[src/rtl/priodec_pkg.sv]
// Shared types for the priority decoder stream: default widths,
// FSM state encoding and the buffered {none, code} entry.
package priodec_pkg;

    localparam int CODE_W_DEF = 3;
    localparam int OUT_W_DEF  = 8;

    typedef enum logic {
        IDLE = 1'b0,
        HOLD = 1'b1
    } state_e;

    typedef struct packed {
        logic                  none;
        logic [CODE_W_DEF-1:0] code;
    } entry_t;

endpackage

[src/rtl/priodec_if.sv]
// Encoded-request stream in, one-hot strobe bus out.
interface priodec_if
    import priodec_pkg::*;
#(
    parameter int CODE_W = CODE_W_DEF,
    parameter int OUT_W  = OUT_W_DEF
);

    logic              in_valid;
    logic              in_ready;
    logic [CODE_W-1:0] in_code;
    logic              in_none;
    logic [OUT_W-1:0]  out_onehot;
    logic              out_valid;

    modport master (
        output in_valid, in_code, in_none,
        input  in_ready, out_onehot, out_valid
    );

    modport slave (
        input  in_valid, in_code, in_none,
        output in_ready, out_onehot, out_valid
    );

endinterface

[src/rtl/priodec_fifo.sv]
// Synchronous FIFO; DEPTH must be a power of two so pointers wrap naturally.
module priodec_fifo #(
    parameter int  WIDTH = 4,
    parameter int  DEPTH = 4,
    localparam int PTR_W = $clog2(DEPTH),
    localparam int CNT_W = $clog2(DEPTH + 1)
) (
    input  logic             clk,
    input  logic             rst,
    input  logic             push,
    input  logic             pop,
    input  logic [WIDTH-1:0] wdata,
    output logic [WIDTH-1:0] rdata,
    output logic             full,
    output logic             empty,
    output logic [CNT_W-1:0] count
);

    logic [WIDTH-1:0] mem_q [DEPTH];
    logic [PTR_W-1:0] wr_ptr_q, wr_ptr_d;
    logic [PTR_W-1:0] rd_ptr_q, rd_ptr_d;
    logic [CNT_W-1:0] cnt_q, cnt_d;
    logic             do_push;
    logic             do_pop;

    // Full blocks a push even if a pop frees a slot on the same edge.
    always_comb begin
        do_push  = push && !full;
        do_pop   = pop && !empty;
        wr_ptr_d = wr_ptr_q + PTR_W'(do_push);
        rd_ptr_d = rd_ptr_q + PTR_W'(do_pop);
        cnt_d    = cnt_q;
        unique case ({do_push, do_pop})
            2'b10:   cnt_d = cnt_q + 1'b1;
            2'b01:   cnt_d = cnt_q - 1'b1;
            default: cnt_d = cnt_q;
        endcase
    end

    always_ff @(posedge clk) begin
        if (rst) begin
            wr_ptr_q <= '0;
            rd_ptr_q <= '0;
            cnt_q    <= '0;
        end else begin
            wr_ptr_q <= wr_ptr_d;
            rd_ptr_q <= rd_ptr_d;
            cnt_q    <= cnt_d;
        end
    end

    always_ff @(posedge clk) begin
        if (do_push) begin
            mem_q[wr_ptr_q] <= wdata;
        end
    end

    assign rdata = mem_q[rd_ptr_q];
    assign full  = (cnt_q == CNT_W'(DEPTH));
    assign empty = (cnt_q == '0);
    assign count = cnt_q;

endmodule

[src/rtl/priority_decoder_stream.sv]
// Buffered 3-to-8 decoder emitting held one-hot strobes.
// Optional PRIODEC_EVENT_COUNT_EN adds a saturating count of decoded pops.
module priority_decoder_stream
    import priodec_pkg::*;
#(
    parameter int CODE_W      = CODE_W_DEF,
    parameter int OUT_W       = OUT_W_DEF,
    parameter int FIFO_DEPTH  = 4,
    parameter int HOLD_CYCLES = 2
) (
    input  logic        clk,
    input  logic        rst,
    priodec_if.slave    bus,
    output logic        busy
`ifdef PRIODEC_EVENT_COUNT_EN
    ,
    output logic [15:0] event_cnt
`endif
);

    localparam int ENTRY_W = CODE_W + 1;
    localparam int CNT_W   = $clog2(FIFO_DEPTH + 1);
    localparam int HC_W    = (HOLD_CYCLES > 1) ? $clog2(HOLD_CYCLES) : 1;

    entry_t           wr_entry;
    entry_t           head;
    logic             full;
    logic             empty;
    logic             pop;
    logic [CNT_W-1:0] count;

    state_e           state_q, state_d;
    logic [HC_W-1:0]  hold_q, hold_d;
    logic [OUT_W-1:0] onehot_q, onehot_d;
    logic             valid_q, valid_d;

    always_comb begin
        wr_entry      = '0;
        wr_entry.none = bus.in_none;
        wr_entry.code = bus.in_code;
    end

    priodec_fifo #(
        .WIDTH (ENTRY_W),
        .DEPTH (FIFO_DEPTH)
    ) u_fifo (
        .clk   (clk),
        .rst   (rst),
        .push  (bus.in_valid),
        .pop   (pop),
        .wdata (wr_entry),
        .rdata (head),
        .full  (full),
        .empty (empty),
        .count (count)
    );

    // A finished hold reloads straight from the FIFO so strobes abut.
    always_comb begin
        state_d  = state_q;
        hold_d   = hold_q;
        onehot_d = onehot_q;
        valid_d  = valid_q;
        pop      = 1'b0;
        unique case (state_q)
            IDLE: pop = !empty;
            HOLD: begin
                if (hold_q != '0) begin
                    hold_d = hold_q - 1'b1;
                end else if (!empty) begin
                    pop = 1'b1;
                end else begin
                    onehot_d = '0;
                    valid_d  = 1'b0;
                    state_d  = IDLE;
                end
            end
            default: state_d = IDLE;
        endcase
        if (pop) begin
            onehot_d = head.none ? '0 : (OUT_W'(1) << head.code);
            valid_d  = 1'b1;
            hold_d   = HC_W'(HOLD_CYCLES - 1);
            state_d  = HOLD;
        end
    end

    always_ff @(posedge clk) begin
        if (rst) begin
            state_q  <= IDLE;
            hold_q   <= '0;
            onehot_q <= '0;
            valid_q  <= 1'b0;
        end else begin
            state_q  <= state_d;
            hold_q   <= hold_d;
            onehot_q <= onehot_d;
            valid_q  <= valid_d;
        end
    end

`ifdef PRIODEC_EVENT_COUNT_EN
    logic [15:0] evt_q, evt_d;

    always_comb begin
        evt_d = evt_q;
        if (pop && !head.none && evt_q != 16'hFFFF) begin
            evt_d = evt_q + 16'd1;
        end
    end

    always_ff @(posedge clk) begin
        if (rst) begin
            evt_q <= '0;
        end else begin
            evt_q <= evt_d;
        end
    end

    assign event_cnt = evt_q;
`endif

    assign bus.in_ready   = !full;
    assign bus.out_onehot = onehot_q;
    assign bus.out_valid  = valid_q;
    assign busy           = (count != '0) || (state_q == HOLD);

endmodule

[src/flat_wrapper.sv]
// flat-port wrapper written by rule: the top's interface ports become plain ports
module priority_decoder_stream_flat import priodec_pkg::*;
#(
    parameter int CODE_W      = CODE_W_DEF,
    parameter int OUT_W       = OUT_W_DEF,
    parameter int FIFO_DEPTH  = 4,
    parameter int HOLD_CYCLES = 2
)
  (clk, rst, busy, bus_in_valid, bus_in_code, bus_in_none, bus_in_ready, bus_out_onehot, bus_out_valid);
  priodec_if #(.CODE_W(CODE_W), .OUT_W(OUT_W)) bus_i ();
  input  logic clk;
  input  logic rst;
  output logic busy;
  input wire logic [$bits(bus_i.in_valid)-1:0] bus_in_valid;
  input wire logic [$bits(bus_i.in_code)-1:0] bus_in_code;
  input wire logic [$bits(bus_i.in_none)-1:0] bus_in_none;
  output wire logic [$bits(bus_i.in_ready)-1:0] bus_in_ready;
  output wire logic [$bits(bus_i.out_onehot)-1:0] bus_out_onehot;
  output wire logic [$bits(bus_i.out_valid)-1:0] bus_out_valid;
  assign bus_i.in_valid = bus_in_valid;
  assign bus_i.in_code = bus_in_code;
  assign bus_i.in_none = bus_in_none;
  assign bus_in_ready = bus_i.in_ready;
  assign bus_out_onehot = bus_i.out_onehot;
  assign bus_out_valid = bus_i.out_valid;
  priority_decoder_stream #(.CODE_W(CODE_W), .OUT_W(OUT_W), .FIFO_DEPTH(FIFO_DEPTH), .HOLD_CYCLES(HOLD_CYCLES)) u_core (.clk(clk), .rst(rst), .bus(bus_i), .busy(busy));
endmodule
[config.mk]
export PLATFORM = sky130hd
export DESIGN_NAME = priority_decoder_stream_flat
export DESIGN_NICKNAME = d
export VERILOG_FILES = /design/src/rtl/priodec_pkg.sv /design/src/rtl/priodec_if.sv /design/src/rtl/priodec_fifo.sv /design/src/rtl/priority_decoder_stream.sv /design/src/flat_wrapper.sv
export SDC_FILE = /design/constraint.sdc
export NUM_CORES = 1
export LEC_CHECK = 0
export ABC_AREA = 1
export BUFFER_PORTS_ARGS = -buffer_cell sky130_fd_sc_hd__buf_2
export CORE_ASPECT_RATIO = 1.25
export CORE_UTILIZATION = 40
export CTS_CLUSTER_DIAMETER = 30
export DETAILED_ROUTE_END_ITERATION = 8
export GPL_ROUTABILITY_DRIVEN = 0
export SLEW_MARGIN = 20
export SYNTH_ARGS = -nofsm -noshare
export SYNTH_HDL_FRONTEND = slang
export SYNTH_SLANG_ARGS = --single-unit
[constraint.sdc]
create_clock -name clk -period 2.7 [get_ports clk]
set_clock_uncertainty 0.2 [all_clocks]
set_input_delay 0.675 -clock clk [delete_from_list [all_inputs] [get_ports clk]]
set_output_delay 0.675 -clock clk [all_outputs]
set_load 0.02 [all_outputs]
After elaboration in Yosys (flattened, before gate mapping)

Memories as Yosys holds them, arrays and structs flattened. A register that Yosys moved wholly into a read port is not among the register bits.
Cells that the tools add are included.

Add/sub/neg operators: 5
Eq/ne operators: 4
Shifts and indexed selects: 1
Multiplexer cells: 22
Bitwise operators: 1
Reduce and logical (&&, ||, !) cells: 11

Operator list:

| cell                                             | count |
|---|---|
| two-way mux 8 bit                                | 5 |
| two-way mux 1 bit                                | 14 |
| left shift 1 x 3 -> 8 bit, first input constant  | 1 |
| case mux 3 bit (2 select lines)                  | 1 |
| nonzero test 2 bit                               | 3 |
| adder 2 x 1 -> 2 bit                             | 2 |
| adder 3 x 1 -> 3 bit, second input constant      | 1 |
| == test 3 bit, second input constant             | 1 |
| logical NOT 3 bit                                | 1 |
| AND reduction 3 bit                              | 1 |
| nonzero test 3 bit                               | 1 |
| subtractor 3 x 1 -> 3 bit, second input constant | 1 |
| == test 2 x 1 -> 1 bit, second input constant    | 1 |
| == test 2 bit, second input constant             | 1 |
| logical AND 1 bit                                | 2 |
| logical NOT 1 bit                                | 2 |
| two-way mux 2 bit                                | 1 |
| inequality test 2 bit, second input constant     | 1 |
| case mux 1 bit (2 select lines)                  | 1 |
| logical OR 1 bit                                 | 1 |
| NOT 1 bit                                        | 1 |
| subtractor 1 bit, second input constant          | 1 |

Bits in registers: 18
RAM bits: 16
Input port bits: 7
Output and inout port bits: 11
Word-level logic and storage cells: 52
Memories: 1

Memories:

| name                | depth | width | rd ports | clocked after memory_dff | wr ports | line               | RTL |
|---|---|---|---|---|---|---|---|
| u_core.u_fifo.mem_q | 4     | 4     | 1        | 1                        | 1        | priodec_fifo.sv:19 | `logic [WIDTH-1:0] mem_q [DEPTH];` |

Depth between registers and ports, before layout

Gate-level depths: netlist (run 1).

Word-level depth: 7
Depth in mapped cells: 10
Depth with buffers taken out: 10

Modules after synthesis

From an unflattened synthesis (run 1), not the netlist that was laid out.

Cell total of the unflattened synthesis: 163
Area, all modules: 1519.0 um^2

Modules (own cells, without submodules):

| module                  | times used | cells an instance | area an instance (um^2) | seq. area each (um^2) |
|---|---|---|---|---|
| priodec_fifo            | 1          | 90                | 997.2                   | 620.6 |
| priority_decoder_stream | 1          | 73                | 521.8                   | 220.2 |

Least setup slack after synthesis (run 1)

OpenSTA, ideal clock, no wires.

Path type: reg2reg
From: register u_core.u_fifo.cnt_q[0] (netlist: u_core.u_fifo.count[0])
To: register u_core.u_fifo.cnt_q[2] (netlist: u_core.u_fifo.count[2])
Library setup time: 0.119 ns
Arrival: 1.779 ns
Required time: 2.381 ns
Slack: 0.602 ns
Stages on the path, launching flop included: 9
Path buffers: 0
Period minus slack after synthesis: 2.098 ns
Cells stage by stage: dfxtp_1 -> nor2_2 -> nand2_1 -> nand2_1 -> ha_1 -> fa_1 -> o21a_1 -> o21ai_0 -> a21oi_1

Elaborated cells between the ends (all ways): 15
Classes of those cells: add/sub (2); eq/ne (3); mux (4); reduce/logical (6)

RTL lines:

| element                                                                      | line               | RTL |
|---|---|---|
| from (decl)                                                                  | priodec_fifo.sv:22 | `logic [CNT_W-1:0] cnt_q, cnt_d;` |
| from (signal assigned)                                                       | priodec_fifo.sv:48 | `cnt_q <= cnt_d;` |
| == test 3 bit *                                                              | priodec_fifo.sv:59 | `assign full = (cnt_q == CNT_W'(DEPTH));` |
| logical NOT 1 bit *                                                          | -                  |  |
| named net bus_in_ready                                                       | flat_wrapper.sv:17 | `output wire logic [$bits(bus_i.in_ready)-1:0] bus_in_ready;` |
| logical AND 1 bit *                                                          | priodec_fifo.sv:28 | `do_push = push && !full;` |
| == test 2 x 1 -> 1 bit / == test 2 bit (equally long branches)               | priodec_fifo.sv:33 | `unique case ({do_push, do_pop})` |
| case mux 3 bit (2 select lines) / nonzero test 2 bit (equally long branches) | -                  |  |

Mark *: on every way through the listed nets, which the timed path passes. The rest lies on a longest branch.
A chain may end at the register's enable or synchronous reset.

Final worst setup path (run 1)

From: register u_core.u_fifo.cnt_q[0] (netlist: u_core.u_fifo.count[0])
To: output port busy

Word-level cells in the longest chain between the ends: 2

Ends and longest elaborated chain:

| element            | line                           | RTL |
|---|---|---|
| nonzero test 3 bit | priority_decoder_stream.sv:126 | `assign busy = (count != '0) \|\| (state_q == HOLD);` |
| logical OR 1 bit   | priority_decoder_stream.sv:126 |  |
| to (decl)          | flat_wrapper.sv:13             | `output logic busy;` |

No other way between the ends.

==> impl_metrics.py, run 1 <==
metrics = {
    "status": {
        "run_status": "finished, violations left",
        "violations": "DRC",
    },
    "sta": {
        "tns_ns": 0,
        "fin_crit_ns": 2.17,
        "slew_headroom_pct": 67.9,
        "worst_slew_pin_slew_ns": 0.481,
        "finalSetupViolations": 0,
        "rsz0062_at_grt": "false",
        "hold_ws_ns": 0.266,
        "drv_slew": 0,
        "finalHoldViolations": 0,
        "timing.final.crit_share_pct": 80.4,
        "layout_setup_ws_ns": 0.528,
        "fmax_mhz": 460,
    },
    "global_route": {
        "antenna_found_initial": 0,
        "globalRoute.totalOverflow": 0,
        "grt_max_degree": 15,
        "grt_pass1_vias": 1050,
        "grt_pass1_wl_um": 4550,
        "grt_use_total_pct": 14.7,
    },
    "yosys": {
        "synth.avg_cell_area_sq_um": 9.40,
        "ys_seq_area_share_pct": 54.9,
        "synth-seq-cells": 34,
        "ys_types": 26,
        "yosys_warnings": 0,
        "synth_cells": 163,
        "syn_area_sq_um": 1530,
        "synth_nets": 174,
    },
    "routing": {
        "dr_wl_met3_um": 102,
        "drtIter0Drc": 27,
        "met2_length_um": 1250,
        "vias_per_cell": 4.78,
        "finalWirelength_um": 2590,
        "num_vias": 1090,
        "top_layer": "met4",
        "drt_first_pass_iters": 9,
        "ant_nets": 0,
        "wl_per_cell_um": 11.3,
        "met1_length_um": 1200,
        "drc_errors": 4,
    },
    "place": {
        "preCtsSetupSlack_ns": 0.456,
        "dp.cells": 220,
        "place_area_sq_um": 1670,
        "io_buffers": 17,
        "dp_hpwl_um": 2000,
    },
    "cts": {
        "cts_hold_buf": 0,
        "cts_setup_buffers": 0,
        "cts_htree_levels": 2,
        "cts_tree": "done",
        "ctsLongestPathBuffers": 2,
        "clk_latency_ns": 0.28,
        "cts.sinks": 34,
        "clockRootBuffer": "clkbuf_8",
        "clkTransAtPathRegs_ns": 0.06,
        "cts_resized": 0,
        "numCtsBuffers": 5,
    },
    "layout": {
        "syn2layout_area_growth_pct": 15.1,
        "drive_gt1_share_pct": 28.0,
        "postLayoutCellArea_sq_um": 1760,
        "finalNonFillerCells": 228,
        "diodes": 0,
        "utilization_pct": 49.4,
        "final_nets": 199,
    },
    "floorplanning": {
        "chipHeight_um": 71.2,
        "ios": 18,
        "core-area_sq_um": 3570,
        "dieArea_sq_um": 4080,
        "dieWidth_um": 57.4,
        "rows": 24,
        "initial_utilization_pct": 42.9,
    },
    "setup_path": {
        "r2r-start": "u_core.u_fifo.count[0]",
        "cp_data_arrival_time_ns": 1.30,
        "cp.required_ns": 1.82,
        "reg2reg_slack_ns": 0.61,
        "crit_type": "reg2out",
        "end_kind": "output pin",
        "cp-startpoint": "u_core.u_fifo.count[0]",
        "crit_path_max_fanout": 4,
        "start_kind": "flip-flop",
    },
    "min_path": {
        "holdCritPathClass": "reg2reg",
        "worst_hold_startpoint": "u_core.bus.out_onehot[4]",
    },
    "flow_run": {
        "max_cap_viol_count": 0,
    },
    "power_and_ir_drop": {
        "vdd_ir_drop_max_mv": 0.519,
        "powerDensity_nw_per_um2": 1060,
        "p_total_mw": 1.87,
        "power_leakage_nw": 0.779,
    },
}
-- cell families (layout without fill, tap and decap cells) --
family,count (synthesis),after routing,synth area share [%]
AO/OA/AOI/OAI,19,19,8.41
flip-flops,34,34,54.9
adder cells (fa/ha/maj),4,4,3.76
XOR/XNOR,2,2,1.14
buffers and inverters,22,48,6.28
AND/OR/NAND/NOR,82,82,25.6
-- worst paths after layout --
check / endpoint / depth (start not counted)
worst max-delay path: busy / 4
worst min-delay path: u_core.bus.out_onehot[4] / 2
worst max register to register: u_core.u_fifo.count[2] / 10
worst min register to register: u_core.bus.out_onehot[4] / 2
-- cells in the final DEF (no fill, tap or decap), types with 4 or more instances in the layout --
| master | count |
|---|---|
| dfxtp_1 | 18 |
| a21oi_1 | 6 |
| nor2_1 | 10 |
| buf_2 | 17 |
| edfxtp_1 | 16 |
| inv_1 | 15 |
| nand2_2 | 7 |
| buf_4 | 4 |
| a21oi_2 | 7 |
| nand2_1 | 42 |
| nor3_1 | 4 |
| nand3_1 | 12 |
| clkbuf_8 | 6 |
-- routing by layer --
metal	global-route usage (%)	vias up
met5	0	-
met4	4.88	0
met3	4.87	4
met2	23.5	19
met1	18.7	486
li1	-	581
-- worst max-delay path, cell delays in order (launching register included) --
cell and delay, ns:
dfxtp_1 0.35, nor2_2 0.15, nand2_2 0.08, or2_4 0.27, buf_2 0.17
-- flip-flops by register name, summed over array words and instances (netlist names) --
| name | flops |
|---|---|
| u_core.bus.out_onehot | 8 |
| u_core.bus.out_valid | 1 |
| u_core.hold_q | 1 |
| u_core.state_q | 1 |
| u_core.u_fifo.count | 3 |
| u_core.u_fifo.mem_q | 16 |
| u_core.u_fifo.rd_ptr_q | 2 |
| u_core.u_fifo.wr_ptr_q | 2 |
-- synth_stat cells --
cell type	instances	area share (%)
nand2_1	42	10
dfxtp_1	18	24
edfxtp_1	16	31
inv_1	15	3.7
nand3_1	12	3.9
nor2_1	10	2.4
a21oi_2	7	4.0
nand2_2	7	2.9
a21oi_1	6	2.0
nor3_1	4	1.3
ha_1	3	2.4
inv_2	3	0.73
o21ai_0	3	0.98
nand3_2	2	1.3
nor2_2	2	0.82
o211ai_1	2	0.98
xnor2_1	2	1.1
buf_2	1	0.33
buf_4	1	0.49
buf_6	1	0.73
clkinv_2	1	0.33
fa_1	1	1.3
nand2_4	1	0.73
nand2_8	1	1.3
o21a_1	1	0.49
or2_4	1	0.57
-- power breakdown --
part / internal [mW] / total [mW] / switching (mW)
clock: 0.205 / 0.375 / 0.170
sequential: 0.645 / 0.744 / 0.0991
combinational: 0.276 / 0.753 / 0.477
total: 1.13 / 1.87 / 0.746
-- cell type report --
class                           instances  area, sq um
Tap cell                               39         48.8
Sequential cell                        34          841
Fill cell                             349         1810
Timing Repair Buffer                   21          115
Clock buffer                            7         86.3
Clock inverter                          1         5.00
Multi-Input combinational cell        107          596
Inverter                               19         72.6
Power figures use the tool's default switching activity.
==> run 2, diff against run 1 <==
==> constraint.sdc (replaced) <==
create_clock -name clk -period 1.9 [get_ports clk]
set_clock_uncertainty 0.2 [all_clocks]
set_input_delay 0.475 -clock clk [delete_from_list [all_inputs] [get_ports clk]]
set_output_delay 0.475 -clock clk [all_outputs]
set_load 0.02 [all_outputs]
==> run 2 against run 1 <==
Effect of this change: core utilization increased by 4.6 points; final cell count increased by 6.6%; via count rose by 6.2%; register-to-register slack got worse by 0.58 ns; global-route usage increased by 0.48 points; largest power group unchanged; die area unchanged; the flow finishes with violations (DRC, setup timing).
==> impl_metrics.py, run 2 (synthesized netlist as in run 1, its figures left out) <==
metrics = {
    "status": {
        "run_status": "finished, violations left",
        "violations": "DRC, setup timing",
    },
    "power_and_ir_drop": {
        "power_leakage_nw": 0.859,
        "combPwrFrac_pct": 48.0,
        "swShare_pct": 39.1,
        "vdd_ir_drop_max_mv": 0.677,
        "pwr-share-clk_pct": 16.8,
        "seqPwrFrac_pct": 35.2,
        "powerDensity_nw_per_um2": 1540,
        "p_int_mw": 1.81,
        "p_sw_mw": 1.16,
        "p_total_mw": 2.98,
    },
    "sta": {
        "layout_setup_ws_ns": -0.0650,
        "timing.final.crit_share_pct": 103,
        "worst_slew_pin_slew_ns": 0.298,
        "fin_crit_ns": 1.97,
        "fmax_mhz": 509,
        "finalSetupViolations": 1,
        "finalHoldViolations": 0,
        "slew_headroom_pct": 80.1,
        "rsz0062_at_grt": "true",
        "tns_ns": -0.0650,
        "drv_slew": 0,
    },
    "layout": {
        "multi_input_area_sq_um": 637,
        "largest_register": "u_core.u_fifo.mem_q",
        "final_common_cell": "nand2_1",
        "final_cell_mix": "nand2_1 (39), buf_4 (18), buf_2 (16), dfxtp_1 (16), edfxtp_1 (16)",
        "final_nets": 214,
        "largest_register_ff_count": 16,
        "n_fill_cell": 350,
        "postLayoutCellArea_sq_um": 1930,
        "drive_gt1_share_pct": 37.3,
        "layout.area.seq_sq_um": 848,
        "finalNonFillerCells": 243,
        "diodes": 0,
        "syn2layout_area_growth_pct": 25.9,
    },
    "cts": {
        "numCtsBuffers": 5,
        "ctsLongestPathBuffers": 2,
        "cts.sinks": 34,
        "cts_hold_buf": 0,
        "cts_htree_levels": 2,
        "clk_latency_ns": 0.28,
        "clockRootBuffer": "clkbuf_8",
        "cts_tree": "done",
        "clkTransAtPathRegs_ns": 0.07,
    },
    "global_route": {
        "grt_max_degree": 12,
        "grt_pass1_vias": 1149,
        "grt_pass1_wl_um": 4710,
        "globalRoute.totalOverflow": 0,
        "antenna_found_initial": 0,
        "grt_use_total_pct": 15.2,
    },
    "setup_path": {
        "reg2reg_slack_ns": 0.03,
        "r2r-start": "u_core.u_fifo.count[1]",
        "worst_r2r_endpoint": "u_core.u_fifo.count[2]",
        "cpMostUsedCell": "buf_6",
        "crit_family": "simple AND/OR/NAND/NOR gates",
        "cp.required_ns": 1.22,
        "cp_cell_sequence": "nor2_4 -> nand2_2 -> buf_6 -> or2_4 -> buf_6",
        "end_kind": "output pin",
        "critPathBufInv": 2,
        "start_kind": "flip-flop",
        "crit_slowest_cell": "dfxtp_4",
        "cpPeakStageDelay_ns": 0.35,
        "crit_path_max_fanout": 3,
        "cp_data_arrival_time_ns": 1.29,
        "crit_type": "reg2out",
        "r2r_cells": 10,
    },
    "floorplanning": {
        "rows": 24,
        "core-area_sq_um": 3570,
        "chipHeight_um": 71.2,
        "dieWidth_um": 57.4,
        "initial_utilization_pct": 42.9,
        "ios": 18,
        "dieArea_sq_um": 4080,
    },
    "routing": {
        "wl_per_cell_um": 11.2,
        "finalWirelength_um": 2710,
        "vias_per_cell": 4.77,
        "ant_nets": 0,
        "drt_first_pass_iters": 6,
        "num_vias": 1158,
        "drc_errors": 5,
        "drtIter0Drc": 29,
    },
    "place": {
        "place_area_sq_um": 1750,
        "dp.cells": 228,
        "preCtsSetupSlack_ns": -0.0250,
        "dp_hpwl_um": 2020,
        "io_buffers": 17,
    },
    "min_path": {
        "holdCritPathClass": "in2reg",
        "hold-path-endpoint": "u_core.u_fifo.mem_q[2][1]",
        "whs_path_depth": 1,
        "worst_hold_startpoint": "bus_in_code[1]",
    },
    "flow_run": {
        "max_cap_viol_count": 0,
    },
}
-- run 2: area by class of cell --
cell class / count / area share (%)
inverters: 19 / 3.76
flip-flops and latches: 34 / 44.0
multi-input cells: 107 / 33.0
clock buffers: 5 / 3.57
clock inverters: 3 / 0.843
repair buffers: 36 / 12.3
well taps: 39 / 2.53
-- run 2: per-layer routing --
| metal | vias up | track usage, % | wire length (um) |
|---|---|---|---|
| met5 | - | 0 | 0 |
| met4 | 0 | 5.96 | 40 |
| met3 | 5 | 4.87 | 106 |
| met2 | 21 | 26.7 | 1390 |
| met1 | 521 | 16.8 | 1180 |
| li1 | 611 | - | - |
-- run 2: power by group through the flow --
stage          registers (mW)  clock network, mW  logic, mW
2_1_floorplan            1.08                  0      0.881
4_1_cts                  1.05              0.517       1.40
3_3_place_gp             1.05                  0       1.19
3_5_place_dp             1.07                  0       1.23
6_report                 1.05              0.499       1.43
5_1_grt                  1.06              0.550       1.61
-- run 2: how the worst max path moves through the flow --
stage / end / start / cells past startpoint / slack, ns
after detailed placement: u_core.u_fifo.count[2] / u_core.u_fifo.count[1] / 10 / -0.02
after global routing: u_core.u_fifo.count[2] / u_core.u_fifo.count[1] / 10 / -0.11
final: busy / u_core.u_fifo.count[1] / 5 / -0.07
after CTS: busy / u_core.u_fifo.count[0] / 5 / -0.09
after global placement: u_core.u_fifo.count[2] / bus_in_valid / 8 / -0.0009
after floorplan: u_core.u_fifo.count[2] / u_core.u_fifo.count[0] / 8 / 0.001
-- run 2: metrics by stage --
stage	hold WS (ns)	utilization (%)
6_report	0.202	54.0
5_1_grt	0.199	54.0
4_1_cts	0.195	53.5
3_5_place_dp	0.256	49.0
3_3_place_gp	0.246	49.0
2_1_floorplan	0.254	-
-- run 2: repair_timing --
action | CTS | global route
setup endpoints to repair | 2 | 3
pin swaps | 7 | 7
gates resized for setup | 9 | 2
buffers inserted | 6 | 1
gates cloned | 0 | 0
hold endpoints to repair | 0 | 0
==> run 3, diff against run 2 <==
--- a/config.mk
+++ b/config.mk
@@ -7,11 +7,15 @@
 export LEC_CHECK = 0
 export ABC_AREA = 1
 export BUFFER_PORTS_ARGS = -buffer_cell sky130_fd_sc_hd__buf_2
+export CELL_PAD_IN_SITES_DETAIL_PLACEMENT = 0
+export CELL_PAD_IN_SITES_GLOBAL_PLACEMENT = 1
 export CORE_ASPECT_RATIO = 1.25
 export CORE_UTILIZATION = 40
 export CTS_CLUSTER_DIAMETER = 30
 export DETAILED_ROUTE_END_ITERATION = 8
 export GPL_ROUTABILITY_DRIVEN = 0
+export HOLD_SLACK_MARGIN = 0.02
+export PLACE_DENSITY_LB_ADDON = 0.1
 export SLEW_MARGIN = 20
 export SYNTH_ARGS = -nofsm -noshare
 export SYNTH_HDL_FRONTEND = slang
==> constraint.sdc (replaced) <==
create_clock -name clk -period 2 [get_ports clk]
set_clock_uncertainty 0.2 [all_clocks]
set_input_delay 0.5 -clock clk [delete_from_list [all_inputs] [get_ports clk]]
set_output_delay 0.5 -clock clk [all_outputs]
set_load 0.02 [all_outputs]
==> run 3 against run 2 <==
Effect of this change: the run ends with DRC left; combinational power about the same; clock-buffer cell count increased by 2; global-route usage up 0.19 points; final cell count is 0.41% higher; final area decreased by 0.39%; sequential cell count unchanged; largest power group unchanged.
==> impl_metrics.py, run 3 (synthesized netlist as in run 1, its figures left out) <==
metrics = {
    "status": {
        "run_status": "finished, violations left",
        "violations": "DRC",
    },
    "cts": {
        "clk_latency_ns": 0.28,
        "cts.sinks": 34,
        "cts_htree_levels": 2,
        "numCtsBuffers": 5,
        "ctsLongestPathBuffers": 2,
        "cts_tree": "done",
        "clockRootBuffer": "clkbuf_8",
        "clkTransAtPathRegs_ns": 0.06,
    },
    "global_route": {
        "grt_max_degree": 12,
        "grt_pass1_vias": 1082,
        "antenna_found_initial": 0,
        "globalRoute.totalOverflow": 0,
        "grt_use_total_pct": 15.4,
        "grt_pass1_wl_um": 4680,
    },
    "place": {
        "dp_hpwl_um": 2170,
        "preCtsSetupSlack_ns": -0.0968,
        "place_area_sq_um": 1740,
        "dp.cells": 228,
        "io_buffers": 17,
    },
    "setup_path": {
        "critPathBufInv": 2,
        "cp_data_arrival_time_ns": 1.28,
        "crit_family": "simple AND/OR/NAND/NOR gates",
        "cp_cell_sequence": "nor2_4 -> nand2_2 -> buf_6 -> or2_4 -> buf_6",
        "cp.required_ns": 1.30,
        "crit_slowest_cell": "dfxtp_2",
        "cpPeakStageDelay_ns": 0.33,
        "crit_path_max_fanout": 2,
        "end_kind": "output pin",
        "start_kind": "flip-flop",
        "crit_type": "reg2out",
        "cpMostUsedCell": "buf_6",
    },
    "power_and_ir_drop": {
        "powerDensity_nw_per_um2": 1500,
        "power_leakage_nw": 0.857,
        "vdd_ir_drop_max_mv": 0.562,
        "p_total_mw": 2.87,
    },
    "sta": {
        "slew_headroom_pct": 84.0,
        "timing.final.crit_share_pct": 99.1,
        "layout_setup_ws_ns": 0.0179,
        "tns_ns": 0,
        "fmax_mhz": 505,
        "rsz0062_at_grt": "true",
        "finalSetupViolations": 0,
        "hold_ws_ns": 0.230,
        "finalHoldViolations": 0,
        "fin_crit_ns": 1.98,
        "drv_slew": 0,
        "worst_slew_pin_slew_ns": 0.240,
    },
    "floorplanning": {
        "core-area_sq_um": 3570,
        "dieWidth_um": 57.4,
        "initial_utilization_pct": 42.9,
        "chipHeight_um": 71.2,
        "rows": 24,
        "ios": 18,
        "dieArea_sq_um": 4080,
    },
    "routing": {
        "num_vias": 1166,
        "wl_per_cell_um": 11.6,
        "drtIter0Drc": 19,
        "ant_nets": 0,
        "vias_per_cell": 4.78,
        "drt_first_pass_iters": 6,
        "drc_errors": 2,
        "finalWirelength_um": 2830,
    },
    "flow_run": {
        "max_cap_viol_count": 0,
    },
    "layout": {
        "drive_gt1_share_pct": 37.1,
        "final_cell_mix": "nand2_1 (39), buf_4 (19), buf_2 (16), dfxtp_1 (16), edfxtp_1 (16)",
        "utilization_pct": 53.8,
        "final_common_cell": "nand2_1",
        "postLayoutCellArea_sq_um": 1920,
        "largest_register_ff_count": 16,
        "finalNonFillerCells": 244,
        "n_fill_cell": 356,
        "largest_register": "u_core.u_fifo.mem_q",
        "diodes": 0,
        "syn2layout_area_growth_pct": 25.4,
        "final_nets": 215,
    },
    "min_path": {
        "holdCritPathClass": "in2reg",
    },
}
==> run 3: layout make-up <==
type | count | area, sq um | area share, %
inverter | 19 | 72.6 | 3.78
sequential | 34 | 846 | 44.0
clock buffer | 7 | 76.3 | 3.97
multi-input combinational | 107 | 627 | 32.6
timing repair buffer | 37 | 245 | 12.8
tap | 39 | 48.8 | 2.54
clock inverter | 1 | 6.26 | 0.326
==> run 3: report_power, final <==
group          leakage [nW]  internal [mW]  switching (mW)
logic                 0.519          0.631           0.774
registers             0.295          0.877           0.109
clock network        0.0428          0.247           0.236
total                 0.857           1.76            1.12
==> run 3: path summary, 6_finish.rpt <==
path | start | end | slack (ns) | cells past startpoint
worst max-delay path | u_core.u_fifo.count[0] | busy | 0.02 | 5
worst min-delay path | bus_in_code[2] | u_core.u_fifo.mem_q[3][2] | 0.23 | 1
worst max register to register | u_core.u_fifo.count[0] | u_core.u_fifo.count[2] | 0.04 | 10
worst min register to register | u_core.bus.out_onehot[4] | u_core.bus.out_onehot[4] | 0.27 | 2
==> run 3: worst register-to-register path: stages, from the launching register on <==
cell	delay, ns
dfxtp_2	0.33
nor2_4	0.12
nand2_2	0.08
nand2_2	0.08
inv_2	0.05
ha_4	0.17
fa_2	0.38
a21oi_2	0.15
o21a_1	0.16
o21ai_1	0.06
a21oi_1	0.11
==> run 3: repair_timing <==
item,CTS,global route
hold buffers,0,0
endpoints found under the setup margin,2,3
buffers inserted,3,5
gates cloned,0,0
gates resized for setup,9,4
pin swaps,3,7
==> run 3: routing by layer <==
| layer | up-vias | GRT usage (%) | part of all wire, % |
|---|---|---|---|
| li1 | 613 | - | - |
| met1 | 528 | 16.5 | 41 |
| met3 | 5 | 4.87 | 3.3 |
| met2 | 20 | 27.4 | 54 |
| met4 | 0 | 6.50 | 1.7 |
| met5 | - | 0 | 0 |
